**src/rtl/sipo_deframer.sv**
```systemverilog
// Serial-in/parallel-out receiver: hunts for a start bit, shifts in a WIDTH-bit word MSB-first
// on i_en strobes and offers it with valid/ready. Define SIPO_PARITY_EN to add an even-parity bit.
module sipo_deframer #(
  parameter int WIDTH = 4
) (
  input  logic             i_clk,
  input  logic             i_rst,
  input  logic             i_s,
  input  logic             i_en,
  input  logic             i_ready,
  output logic [WIDTH-1:0] o_p,
  output logic             o_valid,
  output logic             o_busy,
  output logic             o_overrun,
  output logic             o_perr
);

  localparam int CW = $clog2(WIDTH);
  localparam logic [CW-1:0] LAST_BIT = CW'(WIDTH - 1);

  typedef enum logic [1:0] {
    IDLE,
    SHIFT,
    PARITY
  } state_t;

  state_t           state_q, state_d;
  logic [WIDTH-1:0] sh_q, sh_d;
  logic [CW-1:0]    cnt_q, cnt_d;
  logic             complete;
  logic [WIDTH-1:0] word;
`ifdef SIPO_PARITY_EN
  logic             perr_d;
  logic             perr_q;
`endif

  // NOTE: every signal written here gets a default first, so no path leaves it unassigned (no latch).
  always_comb begin
    state_d  = state_q;
    sh_d     = sh_q;
    cnt_d    = cnt_q;
    complete = 1'b0;
    word     = sh_q;
`ifdef SIPO_PARITY_EN
    perr_d   = 1'b0;
`endif
    if (i_en) begin
      unique case (state_q)
        IDLE: begin
          if (i_s) begin
            state_d = SHIFT;
            cnt_d   = '0;
          end
        end
        SHIFT: begin
          sh_d  = {sh_q[WIDTH-2:0], i_s};
          cnt_d = cnt_q + CW'(1);
          if (cnt_q == LAST_BIT) begin
`ifdef SIPO_PARITY_EN
            state_d = PARITY;
`else
            state_d  = IDLE;
            complete = 1'b1;
            word     = sh_d;
`endif
          end
        end
        PARITY: begin
          state_d = IDLE;
`ifdef SIPO_PARITY_EN
          // Even parity: data bits plus parity bit must XOR to zero.
          if (^{sh_q, i_s}) perr_d   = 1'b1;
          else              complete = 1'b1;
`endif
        end
        default: state_d = IDLE;
      endcase
    end
  end

  // NOTE: sequential state uses non-blocking assignments so all registers update together at the edge.
  always_ff @(posedge i_clk) begin
    if (i_rst) begin
      state_q <= IDLE;
      sh_q    <= '0;
      cnt_q   <= '0;
    end else begin
      state_q <= state_d;
      sh_q    <= sh_d;
      cnt_q   <= cnt_d;
    end
  end

  // Output word register with valid/ready handshake and sticky overrun.
  always_ff @(posedge i_clk) begin
    if (i_rst) begin
      o_p       <= '0;
      o_valid   <= 1'b0;
      o_overrun <= 1'b0;
    end else if (complete) begin
      if (!o_valid || i_ready) begin
        o_p     <= word;
        o_valid <= 1'b1;
      end else begin
        o_overrun <= 1'b1;
      end
    end else if (o_valid && i_ready) begin
      o_valid <= 1'b0;
    end
  end

`ifdef SIPO_PARITY_EN
  always_ff @(posedge i_clk) begin
    if (i_rst) perr_q <= 1'b0;
    else       perr_q <= perr_d;
  end
  assign o_perr = perr_q;
`else
  assign o_perr = 1'b0;
`endif

  assign o_busy = (state_q != IDLE);

endmodule

```
**config.mk**
```make
export PLATFORM = sky130hd
export DESIGN_NAME = sipo_deframer
export DESIGN_NICKNAME = d
export VERILOG_FILES = /design/src/rtl/sipo_deframer.sv
export SDC_FILE = /design/constraint.sdc
export NUM_CORES = 1
export LEC_CHECK = 0
export CAP_MARGIN = 10
export CORE_ASPECT_RATIO = 1.25
export CORE_MARGIN = 2
export CORE_UTILIZATION = 30
export DETAILED_ROUTE_END_ITERATION = 12
export PLACE_DENSITY = 0.48
export SYNTH_ARGS = -nofsm -noshare
export SYNTH_HDL_FRONTEND = slang
export SYNTH_SLANG_ARGS = --single-unit
export TNS_END_PERCENT = 50
```
**constraint.sdc**
```tcl
create_clock -name i_clk -period 1.8 [get_ports i_clk]
set_clock_uncertainty 0.15 [all_clocks]
set_input_delay 0.36 -clock i_clk [delete_from_list [all_inputs] [get_ports i_clk]]
set_output_delay 0.36 -clock i_clk [all_outputs]
set_load 0.02 [all_outputs]
```
## After elaboration in Yosys (flattened, before gate mapping)

Index checks and enable logic that the tools add are counted.

- Register bits: 14
- Bits in latches: 0
- Output and inout bits: 8
- RAM bits: 0
- Memories kept: 0
- Logic and storage cells: 40
- Memory bits (read-only): 0
- Input port bits: 5

- Reduce and logical (&&, ||, !) cells: 13
- Magnitude comparators: 0
- Multipliers: 0
- Eq/ne operators: 5
- Add/subtract/negate cells: 1
- Mux-type cells: 14
- Div/mod/pow operators: 0
- Shift operators: 0
- Bitwise gates (word level): 1

Operators by type and width:

| cell | number |
|---|---|
| two-way mux 4 bit | 3 |
| one-hot mux 2 bit (2 select lines) | 2 |
| AND reduction 2 bit | 4 |
| two-way mux 1 bit | 6 |
| two-way mux 2 bit | 3 |
| AND reduction 3 bit | 2 |
| nonzero test 2 bit | 3 |
| inequality test 2 bit, second input constant | 2 |
| adder 2 x 1 -> 2 bit, second input constant | 1 |
| equality test 2 x 1 -> 1 bit, second input constant | 1 |
| equality test 2 bit, second input constant | 1 |
| zero test 2 bit | 1 |
| inequality test 2 x 1 -> 1 bit, second input constant | 1 |
| logical AND 1 bit | 1 |
| zero test 1 bit | 1 |
| logical OR 1 bit | 1 |
| NOT 1 bit | 1 |

## Depth between registers and ports, before layout

- Depth in word-level cells: 6
- Mapped depth: 4
- Gate-level depth less buffers: 4

## Least setup slack after synthesis

Ideal clock, no wire load.

- Kind: register -> register
- Start: reg cnt_q[0]
- End: reg o_p[0]
- Data arrival time: 1.208 ns
- Path buffers: 0
- Library setup time: 0.069 ns
- Cell stages (with the launch flop): 5
- Setup slack: 0.373 ns
- Clock period less this slack: 1.427 ns
- Required time: 1.581 ns
- Cells stage by stage: dfxtp_1 ha_1 nand3_2 or4b_1 o21ai_1

- Longest elaborated chain between the ends: 5
- Elaborated cells between the ends (all ways): 8
- Classes of those cells: 1 x eq/ne; 6 x mux; 1 x reduce/logical

RTL lines:

| element | RTL line | source |
|---|---|---|
| start: declaration | 29 | `logic [CW-1:0] cnt_q, cnt_d;` |
| start signal: assignment | 90 | `cnt_q <= cnt_d;` |
| equality test 2 bit * | 58 | `if (cnt_q == LAST_BIT) begin` |
| two-way mux 1 bit | 58 |  |
| two-way mux 1 bit | 48 | `unique case (state_q)` |
| two-way mux 1 bit | 47 | `if (i_en) begin` |
| AND reduction 2 bit (no source line) | - |  |
| end signal: assignment | 102 | `o_p <= word;` |
| end: declaration | 11 | `output logic [WIDTH-1:0] o_p,` |

Mark *: on every way between the ends. The rest lies on a longest branch, timed or not.
A chain may end at the register's enable or synchronous reset.

## Final worst setup path

- Start: reg o_overrun
- End: out o_overrun

RTL lines:

| element | RTL line | source |
|---|---|---|
| start: declaration | 14 | `output logic o_overrun,` |
| start signal: assignment | 99 | `o_overrun <= 1'b0;` |
| start signal: assignment | 105 | `o_overrun <= 1'b1;` |

No word-level cell between the ends.

==> load_flow_metrics.sql <==
INSERT INTO impl_metrics (metric_group, metric, value, unit) VALUES
('run_status', 'outcome', 'complete, no violations', ''),
('floorplanning', 'initial_core_util', '32.0', '%'),
('finish', 'final-seq-area', '260', 'um2'),
('cts', 'cts_hold_buffers', '0', ''),
('grt', 'first_global_vias', '428', ''),
('cts', 'tritoncts', 'built', ''),
('timing', 'fin_setup_tns', '0', 'ns'),
('worst_setup_path', 'critical_path_s_largest_stage_delay', '0.60', 'ns'),
('worst_setup_path', 'critPathSlowestCell', 'sky130_fd_sc_hd__clkdlybuf4s50_1', ''),
('routing', 'drt-vias-per-instance', '4.68', ''),
('grt', 'grt.total_usage', '11.7', '%'),
('worst_setup_path', 'worst_ep_required_time', '1.29', 'ns'),
('routing', 'detail_route.drc_violations', '0', ''),
('cts', 'htree_levels', '1', ''),
('grt', 'grt.overflow.total', '0', ''),
('power', 'netSwitchingFraction', '22.6', '%'),
('timing', 'report.final.hold_viol_count', '0', ''),
('cts', 'clock-sinks', '13', ''),
('grt', 'grt_pass1_wl', '1.88', 'mm'),
('yosys', 'yosys.cell_types.count', '22', ''),
('timing', 'setup_viol_count_final', '0', ''),
('cts', 'clockBufferDepth', '2', ''),
('routing', 'ant_nets', '0', ''),
('power', 'power_switching', '115', 'uW'),
('timing', 'time_the_worst_path_needs_with_i_o_delays_and_setup', '1.72', 'ns'),
('yosys', 'cell_area_after_synthesis', '566', 'um2'),
('power', 'total_power', '509', 'uW'),
('timing', 'max_clock_freq', '582', 'MHz'),
('yosys', 'fraction_of_registers_with_async_set_reset', '0', '%'),
('grt', 'grt_start_max_net_pins', '14', ''),
('place', 'portBuffers', '11', ''),
('yosys', 'synthFlopType', 'sky130_fd_sc_hd__dfxtp_1', ''),
('finish', 'insertedDiodeCount', '0', ''),
('cts', 'cts.repair.resized', '1', ''),
('worst_setup_path', 'path_cells', 'clkdlybuf4s50_1', ''),
('timing', 'timing.final.max_slew_violations', '0', ''),
('power', 'intPower', '394', 'uW'),
('finish', 'fill_cells', '201', ''),
('place', 'hpwl', '825', 'um'),
('power', 'power.density_cell_area', '707', 'mW/mm2'),
('routing', 'dr.first_iter.drc_count', '4', ''),
('worst_setup_path', 'timing.critical_path.max_delay_family', 'buffers and inverters', ''),
('routing', 'vias_after_detailed_routing', '449', ''),
('worst_setup_path', 'worst_setup_path_end_kind', 'primary output', ''),
('yosys', 'synth_seq_cells', '13', ''),
('floorplanning', 'std_cell_rows', '17', ''),
('worst_setup_path', 'critical_path_arrival', '1.21', 'ns'),
('finish', 'syn_to_final_growth', '27.2', '%'),
('worst_setup_path', 'worstReg2RegStart', 'cnt_q[0]', ''),
('routing', 'wl', '1.07', 'mm'),
('grt', 'number_of_antenna_violations_at_the_first_check_in_global_routing', '0', ''),
('timing', 'fin_worst_hold_slack', '0.309', 'ns'),
('grt', 'gr-usage-met1', '14.1', '%'),
('worst_setup_path', 'startpoint_type', 'flop', ''),
('power', 'leakage', '0.249', 'nW'),
('cts', 'root_buffer_cell', 'sky130_fd_sc_hd__clkbuf_4', ''),
('cts', 'post-cts-setup-buffers', '0', ''),
('timing', 'layout_worst_path_cycle_share', '95.5', '%'),
('cts', 'path_clk_slew', '0.08', 'ns'),
('worst_setup_path', 'critical_path_buf_inv_count', '1', ''),
('place', 'place.gp.congestion', '0.732', ''),
('floorplanning', 'dieArea', '0.00225', 'mm2'),
('yosys', 'ys_warn_count', '0', ''),
('worst_setup_path', 'critical_path_peak_fanout', '2', ''),
('finish', 'drive_above_1_share', '10.4', '%'),
('yosys', 'syn-mean-instance-area', '8.98', 'um2'),
('power', 'clock_power_share', '34.9', '%'),
('floorplanning', 'boundaryPins', '13', ''),
('worst_setup_path', 'start_to_end_type_of_the_worst_setup_path', 'reg2out', ''),
('power', 'vdd.ir_drop.worst', '0.000335', 'V'),
('worst_setup_path', 'worstSetupStartpoint', 'o_overrun', '');
==> routing by layer <==
metal	routed length, um	vias up	part of all wire [%]
met5	0	-	0
met4	16	0	1.5
met3	47	2	4.4
met2	471	8	44
met1	531	196	50
li1	-	243	-
==> Yosys cell counts, drive strengths merged (2+ instances only) <==
master	count	area share, %
nand2	9	6.0
a21oi	9	8.0
buf	3	4.2
o21ai	5	4.4
nor2	5	3.3
mux2i	4	7.1
or3	3	3.3
ha	2	4.4
dfxtp	13	46
==> final cells by class <==
type,count,share of cell area [%]
Clock buffer,4,3.65
Timing Repair Buffer,14,18.3
Tap cell,19,3.30
Multi-Input combinational cell,46,38.6
Sequential cell,13,36.2
==> registers in the layout (all words and copies together) (netlist names) <==
signal     cells
state_q        1
o_p            4
o_valid        1
o_overrun      1
cnt_q          2
sh_q           4
==> through the flow <==
step	setup slack, ns	area, um2	util, %	instances
after floorplan	0.373	566	-	63
after global placement	0.0486	694	39.3	92
after detailed placement	0.0241	694	39.3	92
after CTS	0.0664	719	40.8	96
after global routing	0.0191	719	40.8	96
final	0.0809	719	40.8	96
==> cells in the final DEF, fill, tap and decap left out, drive strengths merged <==
| master | instances |
|---|---|
| conb | 1 |
| nand2 | 9 |
| clkdlybuf4s50 | 10 |
| a21oi | 9 |
| or3 | 3 |
| mux2i | 4 |
| clkbuf | 4 |
| or4b | 1 |
| a211oi | 1 |
| nand2b | 1 |
| a22oi | 1 |
| o21ai | 5 |
| ha | 2 |
| a31oi | 1 |
| nand3 | 1 |
| and2 | 1 |
| nor2 | 5 |
| dfxtp | 13 |
| buf | 3 |
| nor2b | 1 |
| dlygate4sd2 | 1 |
==> power by group through the flow <==
stage	clock [mW]	combinational (mW)	sequential, mW
floorplan	0	0.0168	0.303
global placement	0	0.0372	0.302
detailed placement	0	0.0373	0.302
CTS	0.187	0.0364	0.295
global route	0.208	0.0399	0.296
finish	0.178	0.0360	0.295
==> final timing paths <==
path / endpoint / slack [ns] / cells past startpoint
setup / recovery: o_overrun / 0.08 / 1
hold / removal: sh_q[3] / 0.31 / 2
setup reg to reg: o_p[0] / 0.28 / 4
hold reg to reg: sh_q[3] / 0.31 / 2
==> cells by family after synthesis <==
kind of cell	count (synthesis)	synth area share [%]
and+or+nand+nor	22	20.8
AOI/OAI and AO/OA	17	16.2
other	1	0.663
buffers and inverters	4	4.87
adders and majority gates	2	4.42
muxes	4	7.08
DFF	13	46.0
Note: power is estimated with default switching activity, not from simulation.
